**src/rtl/hs_protocol_monitor.sv**
```systemverilog
// hs_protocol_monitor: per-channel req/ack handshake checker with latency window, drop and spurious-ack detection.
// Define HS_MON_LAT_STATS_EN to build the per-channel worst-legal-latency registers behind max_lat.
module hs_protocol_monitor #(
  parameter int NUM_CH = 4,
  parameter int MIN_LAT = 1,
  parameter int MAX_LAT = 8,
  parameter int CNT_W = 16,
  localparam int LAT_W = $clog2(MAX_LAT + 2)
) (
  input  logic                    clk,
  input  logic                    rst,
  input  logic [NUM_CH-1:0]       req,
  input  logic [NUM_CH-1:0]       ack,
  input  logic [NUM_CH-1:0]       enable,
  input  logic                    err_clr,
  output logic [NUM_CH-1:0]       err_pulse,
  output logic [4*NUM_CH-1:0]     err_sticky,
  output logic [CNT_W-1:0]        err_count,
  output logic [CNT_W-1:0]        txn_count,
  output logic [LAT_W*NUM_CH-1:0] max_lat
);
  typedef enum logic [1:0] {IDLE, WAIT, DONE} state_e;
  localparam logic [LAT_W-1:0] MIN_L = LAT_W'(MIN_LAT);
  localparam logic [LAT_W-1:0] MAX_L = LAT_W'(MAX_LAT);
  state_e             state_q [NUM_CH];
  state_e             state_d [NUM_CH];
  logic [LAT_W-1:0]   lat_q [NUM_CH];
  logic [LAT_W-1:0]   lat_d [NUM_CH];
  logic [NUM_CH-1:0]  prev_q, qack, rise, legal, any_viol;
  logic [3:0]         viol [NUM_CH];
  logic [4*NUM_CH-1:0] sticky_d;
  logic [5:0]         err_pop, txn_pop;
  logic [CNT_W+5:0]   err_sum, txn_sum;
  logic [CNT_W-1:0]   err_cnt_d, txn_cnt_d;
  assign qack = ack & enable;
  assign rise = req & ~prev_q;
  // viol bits: [3] SPURIOUS, [2] DROP, [1] EARLY, [0] TIMEOUT
  always_comb begin
    sticky_d = err_clr ? '0 : err_sticky;
    err_pop = '0;
    txn_pop = '0;
    for (int i = 0; i < NUM_CH; i++) begin
      state_d[i] = state_q[i];
      lat_d[i] = lat_q[i];
      viol[i] = '0;
      legal[i] = 1'b0;
      case (state_q[i])
        IDLE: if (rise[i]) begin
          if (qack[i]) begin
            state_d[i] = DONE;
            viol[i][1] = (MIN_L != '0);
            legal[i] = (MIN_L == '0);
          end else if (MAX_L == '0) begin
            state_d[i] = DONE;
            viol[i][0] = 1'b1;
          end else begin
            state_d[i] = WAIT;
            lat_d[i] = LAT_W'(1);
          end
        end else viol[i][3] = qack[i] & ~req[i];
        WAIT: if (!req[i]) begin
          state_d[i] = IDLE;
          viol[i][2] = 1'b1;
        end else if (qack[i]) begin
          state_d[i] = DONE;
          viol[i][1] = (lat_q[i] < MIN_L);
          legal[i] = (lat_q[i] >= MIN_L);
        end else if (lat_q[i] == MAX_L) begin
          state_d[i] = DONE;
          viol[i][0] = 1'b1;
        end else lat_d[i] = lat_q[i] + 1'b1;
        DONE: state_d[i] = req[i] ? DONE : IDLE;
        default: state_d[i] = IDLE;
      endcase
      any_viol[i] = |viol[i];
      sticky_d[4*i +: 4] = sticky_d[4*i +: 4] | viol[i];
      err_pop = err_pop + 6'(any_viol[i]);
      txn_pop = txn_pop + 6'(legal[i]);
    end
    err_sum = {6'b0, (err_clr ? {CNT_W{1'b0}} : err_count)} + {{CNT_W{1'b0}}, err_pop};
    txn_sum = {6'b0, (err_clr ? {CNT_W{1'b0}} : txn_count)} + {{CNT_W{1'b0}}, txn_pop};
    err_cnt_d = (|err_sum[CNT_W+5:CNT_W]) ? '1 : err_sum[CNT_W-1:0];
    txn_cnt_d = (|txn_sum[CNT_W+5:CNT_W]) ? '1 : txn_sum[CNT_W-1:0];
  end
  always_ff @(posedge clk or posedge rst) begin
    if (rst) begin
      for (int i = 0; i < NUM_CH; i++) begin
        state_q[i] <= IDLE;
        lat_q[i] <= '0;
      end
      prev_q <= '1;
      err_pulse <= '0;
      err_sticky <= '0;
      err_count <= '0;
      txn_count <= '0;
    end else begin
      for (int i = 0; i < NUM_CH; i++) begin
        state_q[i] <= state_d[i];
        lat_q[i] <= lat_d[i];
      end
      prev_q <= req;
      err_pulse <= any_viol;
      err_sticky <= sticky_d;
      err_count <= err_cnt_d;
      txn_count <= txn_cnt_d;
    end
  end
`ifdef HS_MON_LAT_STATS_EN
  logic [LAT_W*NUM_CH-1:0] max_lat_d;
  logic [LAT_W-1:0]        cur_lat;
  // A completion from IDLE is the same-cycle latency-0 case.
  always_comb begin
    max_lat_d = err_clr ? '0 : max_lat;
    cur_lat = '0;
    for (int i = 0; i < NUM_CH; i++) begin
      cur_lat = (state_q[i] == IDLE) ? '0 : lat_q[i];
      if (legal[i] && cur_lat > max_lat_d[LAT_W*i +: LAT_W]) max_lat_d[LAT_W*i +: LAT_W] = cur_lat;
    end
  end
  always_ff @(posedge clk or posedge rst) begin
    if (rst) max_lat <= '0;
    else max_lat <= max_lat_d;
  end
`else
  assign max_lat = '0;
`endif
endmodule

```
**config.mk**
```make
export PLATFORM = sky130hd
export DESIGN_NAME = hs_protocol_monitor
export DESIGN_NICKNAME = d
export VERILOG_FILES = /design/src/rtl/hs_protocol_monitor.sv
export SDC_FILE = /design/constraint.sdc
export NUM_CORES = 1
export LEC_CHECK = 0
export CORE_ASPECT_RATIO = 1.25
export CORE_MARGIN = 5
export CORE_UTILIZATION = 35
export CTS_CLUSTER_DIAMETER = 40
export DETAILED_ROUTE_END_ITERATION = 10
export PLACE_DENSITY = 0.59
export SYNTH_ARGS = -nofsm -noshare
export SYNTH_HDL_FRONTEND = slang
export SYNTH_SLANG_ARGS = --single-unit
```
**constraint.sdc**
```tcl
create_clock -name clk -period 4.8 [get_ports clk]
set_input_delay 1.2 -clock clk [delete_from_list [all_inputs] [get_ports clk]]
set_output_delay 1.2 -clock clk [all_outputs]
set_load 0.1 [all_outputs]
```
== Yosys cells after proc, flatten, opt, wreduce, memory -nomap -nowiden ==
Index checks and enable logic that the tools add are counted.

* Add/sub/neg operators: 12
* Magnitude comparators: 8
* Equal/unequal tests: 36
* Multiplexer cells: 117
* Bitwise gates (word level): 15
* Reduce and logical (&&, ||, !) cells: 22

{| class="wikitable"
|+ Operator list
! cell !! count
|-
| $mux W16 || 5
|-
| $mux W4 || 20
|-
| $mux W2 || 28
|-
| $mux W1 || 52
|-
| $ne A2 B2 Y1 const B || 20
|-
| $add A16 B4 Y17 || 2
|-
| $pmux W4 S2 || 4
|-
| $pmux W2 S3 || 4
|-
| $reduce_and A6 Y1 || 4
|-
| $add A4 B1 Y4 const B || 4
|-
| $eq A4 B4 Y1 const B || 4
|-
| $ge A4 B1 Y1 const B || 4
|-
| $lt A4 B1 Y1 const B || 4
|-
| $ne A4 B4 Y1 const B || 4
|-
| $or A4 B4 Y4 || 4
|-
| $reduce_or A4 Y1 || 4
|-
| $reduce_or A6 Y1 || 2
|-
| $add A3 B1 Y4 || 2
|-
| $and A4 B4 Y4 || 2
|-
| $eq A2 B1 Y1 const B || 4
|-
| $eq A2 B2 Y1 const B || 4
|-
| $logic_not A2 Y1 || 4
|-
| $pmux W1 S2 || 4
|-
| $reduce_and A2 Y1 || 4
|-
| 6 further kinds || 17
|}

* Register bits: 80
* Input bits: 15
* Word-level logic and storage cells: 223

== Depth between registers and ports, before layout ==
Gate-level depths: netlist of the first run.

* Depth after elaboration: 12
* Depth in mapped cells: 15
* Gate-level depth less buffers: 14

== Least setup slack after synthesis of the first run ==
No wires, ideal clock.

* Path type: input port to flip-flop
* From: input req[0]
* To: register err_count[3]
* Setup time: 0.096 ns
* Arrival time: 3.800 ns
* Slack: 0.904 ns
* Cell stages on the path: 12
* Buffers on the path: 1
* Path through: inv_1 or3_1 and2_1 fa_1 fa_1 inv_1 fa_1 nand3b_1 nor4_2 nand2_1 buf_2 o211ai_1

* Longest elaborated chain between the ends: 11

{| class="wikitable"
|+ Ends and longest elaborated chain
! item !! RTL line !! source
|-
| start, declared || 12 || <nowiki>input logic [NUM_CH-1:0] req,</nowiki>
|-
| $not A1 Y1 || 60 || <nowiki>end else viol[i][3] = qack[i] & ~req[i];</nowiki>
|-
| $and A1 B1 Y1 || 60 ||
|-
| $mux W1 || 48 || <nowiki>IDLE: if (rise[i]) begin</nowiki>
|-
| $mux W1 || 47 || <nowiki>case (state_q[i])</nowiki>
|-
| $reduce_or A4 Y1 * || 75 || <nowiki>any_viol[i] = |viol[i];</nowiki>
|-
| $add A1 B1 Y2 * || 77 || <nowiki>err_pop = err_pop + 6'(any_viol[i]);</nowiki>
|-
| $add A2 B1 Y3 * || 77 ||
|-
| $add A3 B1 Y4 * || 77 ||
|-
| $add A16 B4 Y17 * || 80 || <nowiki>err_sum = {6'b0, (err_clr ? {CNT_W{1'b0}} : err_count)} + {{CNT_W{1'b0}}, err_pop};</nowiki>
|-
| $reduce_or A6 Y1 || 82 || <nowiki>err_cnt_d = (|err_sum[CNT_W+5:CNT_W]) ? '1 : err_sum[CNT_W-1:0];</nowiki>
|-
| $mux W16 * || 82 ||
|-
| via err_cnt_d[3] || 34 || <nowiki>logic [CNT_W-1:0] err_cnt_d, txn_cnt_d;</nowiki>
|-
| end signal, assigned || 104 || <nowiki>err_count <= err_cnt_d;</nowiki>
|-
| end, declared || 18 || <nowiki>output logic [CNT_W-1:0] err_count,</nowiki>
|}

Mark *: on every way through the listed nets, which the timed path passes. The rest lies on a longest branch.
A chain may end at the register's enable or synchronous reset.

== Final worst setup path of the first run ==
* From: input req[0]
* To: register txn_count[0]

* Longest elaborated chain between the ends: 8

{| class="wikitable"
|+ Ends and longest elaborated chain
! item !! RTL line !! source
|-
| $mux W1 * || 61 || <nowiki>WAIT: if (!req[i]) begin</nowiki>
|-
| $mux W1 * || -- ||
|-
| $add A1 B1 Y2 * || 78 || <nowiki>txn_pop = txn_pop + 6'(legal[i]);</nowiki>
|-
| $add A2 B1 Y3 * || 78 ||
|-
| $add A3 B1 Y4 * || 78 ||
|-
| $add A16 B4 Y17 * || 81 || <nowiki>txn_sum = {6'b0, (err_clr ? {CNT_W{1'b0}} : txn_count)} + {{CNT_W{1'b0}}, txn_pop};</nowiki>
|-
| $reduce_or A6 Y1 || 83 || <nowiki>txn_cnt_d = (|txn_sum[CNT_W+5:CNT_W]) ? '1 : txn_sum[CNT_W-1:0];</nowiki>
|-
| $mux W16 * || 83 ||
|-
| via txn_cnt_d[0] || 34 ||
|-
| end signal, assigned || 105 || <nowiki>txn_count <= txn_cnt_d;</nowiki>
|-
| end, declared || 19 || <nowiki>output logic [CNT_W-1:0] txn_count,</nowiki>
|}

Marks and branches as above.

==> metrics.log, run 1 <==
INFO  metric status = completed
INFO  metric post_route_clock_skew = 0.00739 ns
INFO  metric post_cts_buffers = 0
INFO  metric syn-mean-instance-area = 9.72 µm²
INFO  metric synth_seq_area_share = 41.8%
INFO  metric max-slew-margin-rel = 33.0%
INFO  metric period_share = 89.6%
INFO  metric tritoncts = yes
INFO  metric report.final.slew_viol_count = 0
INFO  metric grt_max_degree = 52
INFO  metric clkSinkCount = 80
INFO  metric commonest_cells_after_routing_fill_and_taps_aside = sky130_fd_sc_hd__dfrtp_1, sky130_fd_sc_hd__clkdlybuf4s50_1, sky130_fd_sc_hd__nand2_1
INFO  metric synth_cell_types = 64
INFO  metric start_util = 36.0%
INFO  metric first_global_vias = 3813
INFO  metric worst_r2r_startpoint = state_q[5]
INFO  metric dpl_worst_slack = 0.0611 ns
INFO  metric synth_seq_cells = 80
INFO  metric synth_simple_gate_area_share = 21.4%
INFO  metric fp.dieArea = 0.0162 mm²
INFO  metric hold_path.startpoint = err_sticky[15]
INFO  metric finalHoldViolCount = 0
INFO  metric route.antenna.remaining_nets = 0
INFO  metric number_of_buffers_created_by_cts = 9
INFO  metric rsz0062_at_grt = false
INFO  metric timing.critical_path.cells = clkdlybuf4s50_1 > inv_1 > nor4_1 > buf_4 > fa_1 > fa_1 > fa_1 > nand4_2 > or2_4 > or3_4 > or2b_1
INFO  metric die_height = 141 µm
INFO  metric setup_violations = 0
INFO  metric post-synth-top-area-cell = sky130_fd_sc_hd__dfrtp_1
INFO  metric timing_worst_setup_path_type = in2reg
INFO  metric design.core.area = 0.0133 mm²
INFO  metric portBuffers = 66
INFO  metric synth-compound-area-share = 15.6%
INFO  metric antenna_violations_before_repair = 0
INFO  metric critical_path.endpoint_type = flop
INFO  metric crit_buf_inv = 3
INFO  metric syn-cell-area = 0.00480 mm²
INFO  metric synth_edf_count = 0
INFO  metric critPathMostFrequentCell = sky130_fd_sc_hd__fa_1
INFO  metric cts_max_path_buffers = 2
INFO  metric ys_warn_count = 0
INFO  metric ctsRootBufferMaster = sky130_fd_sc_hd__clkbuf_16
INFO  metric crit_family = adder cells
INFO  metric least_margin_pin_slew = 1.00 ns
INFO  metric layout.cells.most_common = sky130_fd_sc_hd__dfrtp_1
INFO  metric max-cap-violations = 0
INFO  metric clock_tree.htree_level_count = 3
INFO  metric largest_family_of_logic_cells_by_synthesized_area = simple AND/OR/NAND/NOR gates
INFO  metric grt_overflow_total = 0
INFO  metric power_leakage = 2.68 nW
INFO  metric synth.top_cell.area_share = 39.6%
INFO  metric syn2layout_area_growth = 26.0%
INFO  metric fmax = 232 MHz
INFO  metric setup_total_negative_slack = 0 ns
INFO  metric route.final.wire_length = 11200 µm
INFO  metric die-width = 115 µm
INFO  metric total_power = 0.00302 W
INFO  metric clk-insertion-delay-late = 0.34 ns
INFO  metric min_path_type = reg2reg
INFO  metric crit_arrival = 4.53 ns
INFO  metric grt_pass1_wl = 18600 µm
INFO  metric final.setup.worst_slack = 0.497 ns
INFO  metric groute.usage.overall = 14.2%
INFO  metric post_cts_hold_fix_bufs = 0
INFO  metric cp_slowest_cell = sky130_fd_sc_hd__clkdlybuf4s50_1
INFO  metric worst-path-max-fanout = 6
INFO  metric required_time_reported_for_the_critical_path_endpoint = 5.02 ns
INFO  metric routabilityCongestion = 0.822
INFO  metric antennaDiodeCount = 0
INFO  metric ratio_of_cells_with_drive_above_1_in_the_final_layout = 9.98%
INFO  metric power.density = 498 mW/mm²
INFO  metric initialDrtViolationCount = 148
INFO  metric synthesis.instances = 494
INFO  metric drt_pass1_iterations = 4
INFO  metric via_count_of_the_routed_design = 3871
INFO  metric drc = 0
INFO  metric worst_setup_hold_path_clk_slew = 0.06 ns
INFO  metric synth.area.mux_share = 1.72%
INFO  metric vdd_ir_drop_max = 209 µV
INFO  metric placement_row_count = 47
INFO  metric synth-xor-area-share = 2.74%
INFO  metric adder_cell_share_of_the_synthesized_area = 10.1%
INFO  metric wire_per_inst = 14.8 µm
INFO  metric worst_setup_path_startpoint = req[0]
INFO  metric viasPerCell = 5.15
INFO  metric fin_nets = 626
INFO  metric design.portCount = 83
INFO  metric synthTopCellsByArea = sky130_fd_sc_hd__dfrtp_1, sky130_fd_sc_hd__ha_1, sky130_fd_sc_hd__nand2_1
INFO  metric ys_async_sr_fraction = 100%
INFO  metric final.hold.worst_slack = 0.482 ns
INFO  metric synth_flop_cell = sky130_fd_sc_hd__dfrtp_1
INFO  metric critPathMaxStageDelay = 0.57 ns
INFO  metric number_of_gates_resized_after_cts = 0
INFO  metric place.detailed.hpwl = 8150 µm
INFO  metric final.min_clock_period = 4.30 ns
INFO  metric start_kind = input port
==> metal layers <==
layer  global-route usage [%]  share of wire (%)
met1                     18.1                 45
met2                     23.8                 50
met3                     3.51                4.3
met4                     4.02                1.3
met5                        0                  0
==> synth_stat cells (7+ instances only) <==
cell / instances
sky130_fd_sc_hd__dfrtp_1: 76
sky130_fd_sc_hd__nand2_1: 46
sky130_fd_sc_hd__inv_1: 37
sky130_fd_sc_hd__ha_1: 29
sky130_fd_sc_hd__o21ai_0: 29
sky130_fd_sc_hd__nand3_1: 22
sky130_fd_sc_hd__a21oi_1: 19
sky130_fd_sc_hd__buf_4: 17
sky130_fd_sc_hd__nor2_1: 17
sky130_fd_sc_hd__nor2b_1: 17
sky130_fd_sc_hd__nor3_1: 13
sky130_fd_sc_hd__or3_1: 10
sky130_fd_sc_hd__xnor2_1: 9
sky130_fd_sc_hd__nand3b_1: 8
sky130_fd_sc_hd__o21ai_2: 7
==> worst register-to-register path: stages (launching register included) <==
cell	delay (ns)
sky130_fd_sc_hd__dfrtp_1	0.39
sky130_fd_sc_hd__inv_1	0.09
sky130_fd_sc_hd__ha_1	0.42
sky130_fd_sc_hd__a32oi_1	0.16
sky130_fd_sc_hd__nor3_1	0.30
sky130_fd_sc_hd__a311oi_1	0.11
sky130_fd_sc_hd__buf_4	0.18
sky130_fd_sc_hd__fa_1	0.46
sky130_fd_sc_hd__fa_1	0.42
sky130_fd_sc_hd__inv_1	0.08
sky130_fd_sc_hd__fa_1	0.18
sky130_fd_sc_hd__nand3b_1	0.12
sky130_fd_sc_hd__nor4_2	0.26
sky130_fd_sc_hd__nand2_1	0.28
sky130_fd_sc_hd__or2b_1	0.24
==> layout make-up <==
cell class | instances | area (µm²)
Inverter | 37 | 140
Fill cell | 1290 | 7300
Timing Repair Buffer | 84 | 796
Clock inverter | 6 | 133
Sequential cell | 80 | 2010
Multi-Input combinational cell | 364 | 2530
Tap cell | 171 | 214
Clock buffer | 10 | 229
==> final timing paths <==
path                                   to  slack [ns]  cells past startpoint
setup / recovery             txn_count[0]        0.50                     11
hold / removal             err_sticky[15]        0.48                      1
setup reg to reg             err_count[1]        1.05                     14
hold reg to reg            err_sticky[15]        0.48                      1
max in group asynchronous       prev_q[1]        2.48                      3
min in group asynchronous  err_sticky[10]        1.35                      2
==> flip-flops by register name (all words and copies together), names as in the netlist <==
register / flops
txn_count: 16
err_pulse: 4
lat_q: 16
prev_q: 4
err_count: 16
state_q: 8
err_sticky: 16
==> power breakdown <==
group | total [W] | leakage [nW] | switching [W] | internal [W]
Sequential | 0.000927 | 1.06 | 0.000117 | 0.000810
Combinational | 0.00125 | 1.45 | 0.000867 | 0.000380
Clock | 0.000841 | 0.173 | 0.000281 | 0.000560
Total | 0.00302 | 2.68 | 0.00127 | 0.00175
==> kinds of logic (layout without fill, tap and decap cells) <==
kind of cell / count (synthesis) / after routing
compound gates: 108 / 108
xor+xnor: 15 / 15
fa+ha+maj: 35 / 35
buf+inv: 65 / 137
flops: 80 / 80
mux: 8 / 8
other cells: 1 / 16
simple gates: 182 / 182
==> stage by stage <==
step | cell area, µm² | utilization (%) | cells
floorplan | 4860 | - | 509
global placement | 5690 | 42.6 | 736
detailed placement | 5690 | 42.6 | 736
CTS | 6050 | 45.3 | 752
global route | 6050 | 45.3 | 752
finish | 6050 | 45.3 | 752
(Power assumes the default switching activity.)
==> inputs of run 2 (changes only) <==
--- a/config.mk
+++ b/config.mk
@@ -5,12 +5,13 @@
 export SDC_FILE = /design/constraint.sdc
 export NUM_CORES = 1
 export LEC_CHECK = 0
+export ABC_AREA = 1
 export CORE_ASPECT_RATIO = 1.25
 export CORE_MARGIN = 5
 export CORE_UTILIZATION = 35
 export CTS_CLUSTER_DIAMETER = 40
 export DETAILED_ROUTE_END_ITERATION = 10
-export PLACE_DENSITY = 0.59
+export PLACE_DENSITY = 0.58
 export SYNTH_ARGS = -nofsm -noshare
 export SYNTH_HDL_FRONTEND = slang
 export SYNTH_SLANG_ARGS = --single-unit
==> constraint.sdc (replaced) <==
create_clock -name clk -period 4.6 [get_ports clk]
set_input_delay 1.15 -clock clk [delete_from_list [all_inputs] [get_ports clk]]
set_output_delay 1.15 -clock clk [all_outputs]
set_load 0.1 [all_outputs]
==> metrics.log, run 2 <==
INFO  metric status = completed
INFO  metric setup_total_negative_slack = 0 ns (unchanged)
INFO  metric antennaDiodeCount = 0 (unchanged)
INFO  metric layout.area.seq = 0.00201 mm² (unchanged)
INFO  metric clk-insertion-delay-late = 0.34 ns (about the same)
INFO  metric start_util = 35.9% (-0.087 points)
INFO  metric syn-mean-instance-area = 8.04 µm² (-17%)
INFO  metric post_synth_most_frequent_cells = sky130_fd_sc_hd__nand2_1, sky130_fd_sc_hd__inv_1, sky130_fd_sc_hd__dfrtp_1
INFO  metric initialDrtViolationCount = 367 (+150%)
INFO  metric max-cap-violations = 0 (unchanged)
INFO  metric post_cts_hold_fix_bufs = 0 (unchanged)
INFO  metric synth.top_cell.area_share = 36.6% (-3.0 points)
INFO  metric fp.dieArea = 0.0174 mm² (+7.5%)
INFO  metric post-synth-top-area-cell = sky130_fd_sc_hd__dfrtp_1
INFO  metric viasPerCell = 4.83 (-6.1%)
INFO  metric worst-path-max-fanout = 16 (+10)
INFO  metric ratio_of_cells_with_drive_above_1_in_the_final_layout = 10.4% (+0.44 points)
INFO  metric drt_pass1_iterations = 5 (+1)
INFO  metric global_route_met3_usage = 2.98% (-0.54 points)
INFO  metric period_share = 91.4%
INFO  metric critical_path.endpoint_type = flop
INFO  metric portBuffers = 66 (unchanged)
INFO  metric groute.usage.overall = 14.3% (+0.16 points)
INFO  metric power_leakage = 3.23 nW (+21%)
INFO  metric grt_max_degree = 52 (unchanged)
INFO  metric post_route_clock_skew = 0.00840 ns (+0.00101 ns)
INFO  metric grt_pass1_wl = 20600 µm (+11%)
INFO  metric synth_edf_count = 0 (unchanged)
INFO  metric final.hold.worst_slack = 0.482 ns (+0.000336 ns)
INFO  metric ctsRootBufferMaster = sky130_fd_sc_hd__clkbuf_16
INFO  metric rsz0062_at_grt = false
INFO  metric syn-cell-area = 0.00519 mm² (+8.1%)
INFO  metric place.detailed.hpwl = 9090 µm (+12%)
INFO  metric clkSinkCount = 80 (unchanged)
INFO  metric synthTopCellsByArea = sky130_fd_sc_hd__dfrtp_1, sky130_fd_sc_hd__nand2_1, sky130_fd_sc_hd__ha_1
INFO  metric via_count_of_the_routed_design = 4384 (+13%)
INFO  metric final.min_clock_period = 4.20 ns
INFO  metric route.antenna.remaining_nets = 0 (unchanged)
INFO  metric crit_arrival = 4.47 ns (-0.06 ns)
INFO  metric design.core.area = 0.0145 mm² (+8.4%)
INFO  metric design.portCount = 83 (unchanged)
INFO  metric antenna_violations_before_repair = 0 (unchanged)
INFO  metric synth_flop_cell = sky130_fd_sc_hd__dfrtp_1
INFO  metric drc = 0 (unchanged)
INFO  metric start_kind = input port
INFO  metric met2_usage_in_global_routing = 24.0% (+0.27 points)
INFO  metric number_of_filler_instances_in_the_final_layout = 1456 (+13%)
INFO  metric fmax = 238 MHz
INFO  metric placement_row_count = 49 (+4.3%)
INFO  metric grt_most_used_layer = met2
INFO  metric yosysMostFrequentCell = sky130_fd_sc_hd__nand2_1
INFO  metric die_height = 146 µm (+3.7%)
INFO  metric tritoncts = yes
INFO  metric least_margin_pin_slew = 1.01 ns (+0.00362 ns)
INFO  metric max-slew-margin-rel = 32.7% (-0.24 points)
INFO  metric first_global_vias = 4451 (+17%)
INFO  metric dpl_cell_area = 0.00600 mm² (+5.5%)
INFO  metric ys_warn_count = 0 (unchanged)
INFO  metric fin_nets = 774 (+24%)
INFO  metric vdd_ir_drop_max = 443 µV (+110%)
INFO  metric report.final.slew_viol_count = 0 (unchanged)
INFO  metric footprint_of_the_multi_input_gates = 0.00268 mm² (+5.9%)
INFO  metric ys_async_sr_fraction = 100% (unchanged)
INFO  metric power.density = 488 mW/mm² (-2.1%)
INFO  metric commonest_cells_after_routing_fill_and_taps_aside = sky130_fd_sc_hd__nand2_1, sky130_fd_sc_hd__inv_1, sky130_fd_sc_hd__dfrtp_1
INFO  metric total_power = 0.00308 W (+2.1%)
INFO  metric worst_setup_hold_path_clk_slew = 0.06 ns (about the same)
INFO  metric layout.core_utilization = 43.6% (-1.7 points)
INFO  metric design_area = 0.00631 mm² (+4.3%)
INFO  metric route.final.wire_length = 12000 µm (+7.6%)
INFO  metric wire_per_inst = 13.2 µm (-11%)
INFO  metric clock_tree.htree_level_count = 3 (unchanged)
INFO  metric syn2layout_area_growth = 21.5%
INFO  metric min_path_type = reg2reg
INFO  metric setup_violations = 0 (unchanged)
INFO  metric number_of_gates_resized_after_cts = 0 (unchanged)
INFO  metric layout.cells.most_common = sky130_fd_sc_hd__nand2_1
INFO  metric synthesis.instances = 646 (+31%)
INFO  metric number_of_buffers_created_by_cts = 9 (unchanged)
INFO  metric post_cts_buffers = 0 (unchanged)
INFO  metric synth_seq_cells = 80 (unchanged)
INFO  metric die-width = 119 µm (+3.6%)
INFO  metric required_time_reported_for_the_critical_path_endpoint = 4.87 ns (-0.15 ns)
INFO  metric grt_overflow_total = 0 (unchanged)
INFO  metric synth_cell_types = 36 (-44%)
INFO  metric cts_max_path_buffers = 2 (unchanged)
INFO  metric synth_seq_area_share = 38.6% (-3.1 points)
INFO  metric finalHoldViolCount = 0 (unchanged)
INFO  metric grt_util_met1 = 17.6% (-0.52 points)
INFO  metric timing_worst_setup_path_type = in2reg
INFO  metric routabilityCongestion = 0.854 (+3.9%)
-- run 2: worst max-delay path: stages --
cell and delay (ns):
sky130_fd_sc_hd__clkdlybuf4s50_1 0.46, sky130_fd_sc_hd__nand2_1 0.12, sky130_fd_sc_hd__nor3_1 0.24, sky130_fd_sc_hd__nand2_1 0.11, sky130_fd_sc_hd__o211ai_1 0.14, sky130_fd_sc_hd__inv_1 0.11
sky130_fd_sc_hd__fa_1 0.52, sky130_fd_sc_hd__fa_1 0.40, sky130_fd_sc_hd__inv_1 0.10, sky130_fd_sc_hd__fa_1 0.22, sky130_fd_sc_hd__nand2_1 0.11, sky130_fd_sc_hd__nor2_4 0.12
sky130_fd_sc_hd__nand2_2 0.11, sky130_fd_sc_hd__nor2_4 0.15, sky130_fd_sc_hd__nand3_4 0.23, sky130_fd_sc_hd__nand3_1 0.18
-- run 2: power by group --
group          total [W]  switching [W]  internal [W]
sequential      0.000961       0.000120      0.000841
clock           0.000768       0.000293      0.000475
combinational    0.00135       0.000976      0.000373
total            0.00308        0.00139       0.00169
-- run 2: worst paths after layout --
path	cells after the start	start	to	slack [ns]
hold / removal	2	err_sticky[10]	err_sticky[10]	0.48
min in group asynchronous	2	rst	err_pulse[0]	1.23
setup reg to reg	17	state_q[7]	err_count[10]	0.89
setup / recovery	16	enable[0]	err_count[10]	0.40
max in group asynchronous	3	rst	prev_q[3]	2.56
hold reg to reg	2	err_sticky[10]	err_sticky[10]	0.48
-- run 2: logic make-up after synthesis --
| group | share of synthesized area, % |
|---|---|
| compound gates | 7.28 |
| xor+xnor | 2.02 |
| fa+ha+maj | 9.30 |
| buf+inv | 10.8 |
| flops | 38.6 |
| other cells | 0.0722 |
| simple gates | 31.9 |
-- run 2: cell type report --
| type | instances | area share, % |
|---|---|---|
| clock buffers | 12 | 3.75 |
| clock inverters | 4 | 1.11 |
| inverters | 89 | 5.51 |
| multi-input cells | 467 | 42.5 |
| flip-flops and latches | 80 | 31.8 |
| well taps | 178 | 3.53 |
| repair buffers | 77 | 11.8 |
-- run 2: metal layers --
metal,vias up,routed length [µm]
met5,-,0
met3,18,548
li1,2202,-
met2,93,5690
met1,2071,5490
met4,0,286
-- run 2: metrics by stage --
stage / cells / setup slack (ns)
3_3_place_gp: 891 / 0.143
2_1_floorplan: 661 / 0.787
5_1_grt: 907 / 0.0704
4_1_cts: 907 / 0.385
6_report: 907 / 0.397
3_5_place_dp: 891 / 0.0315
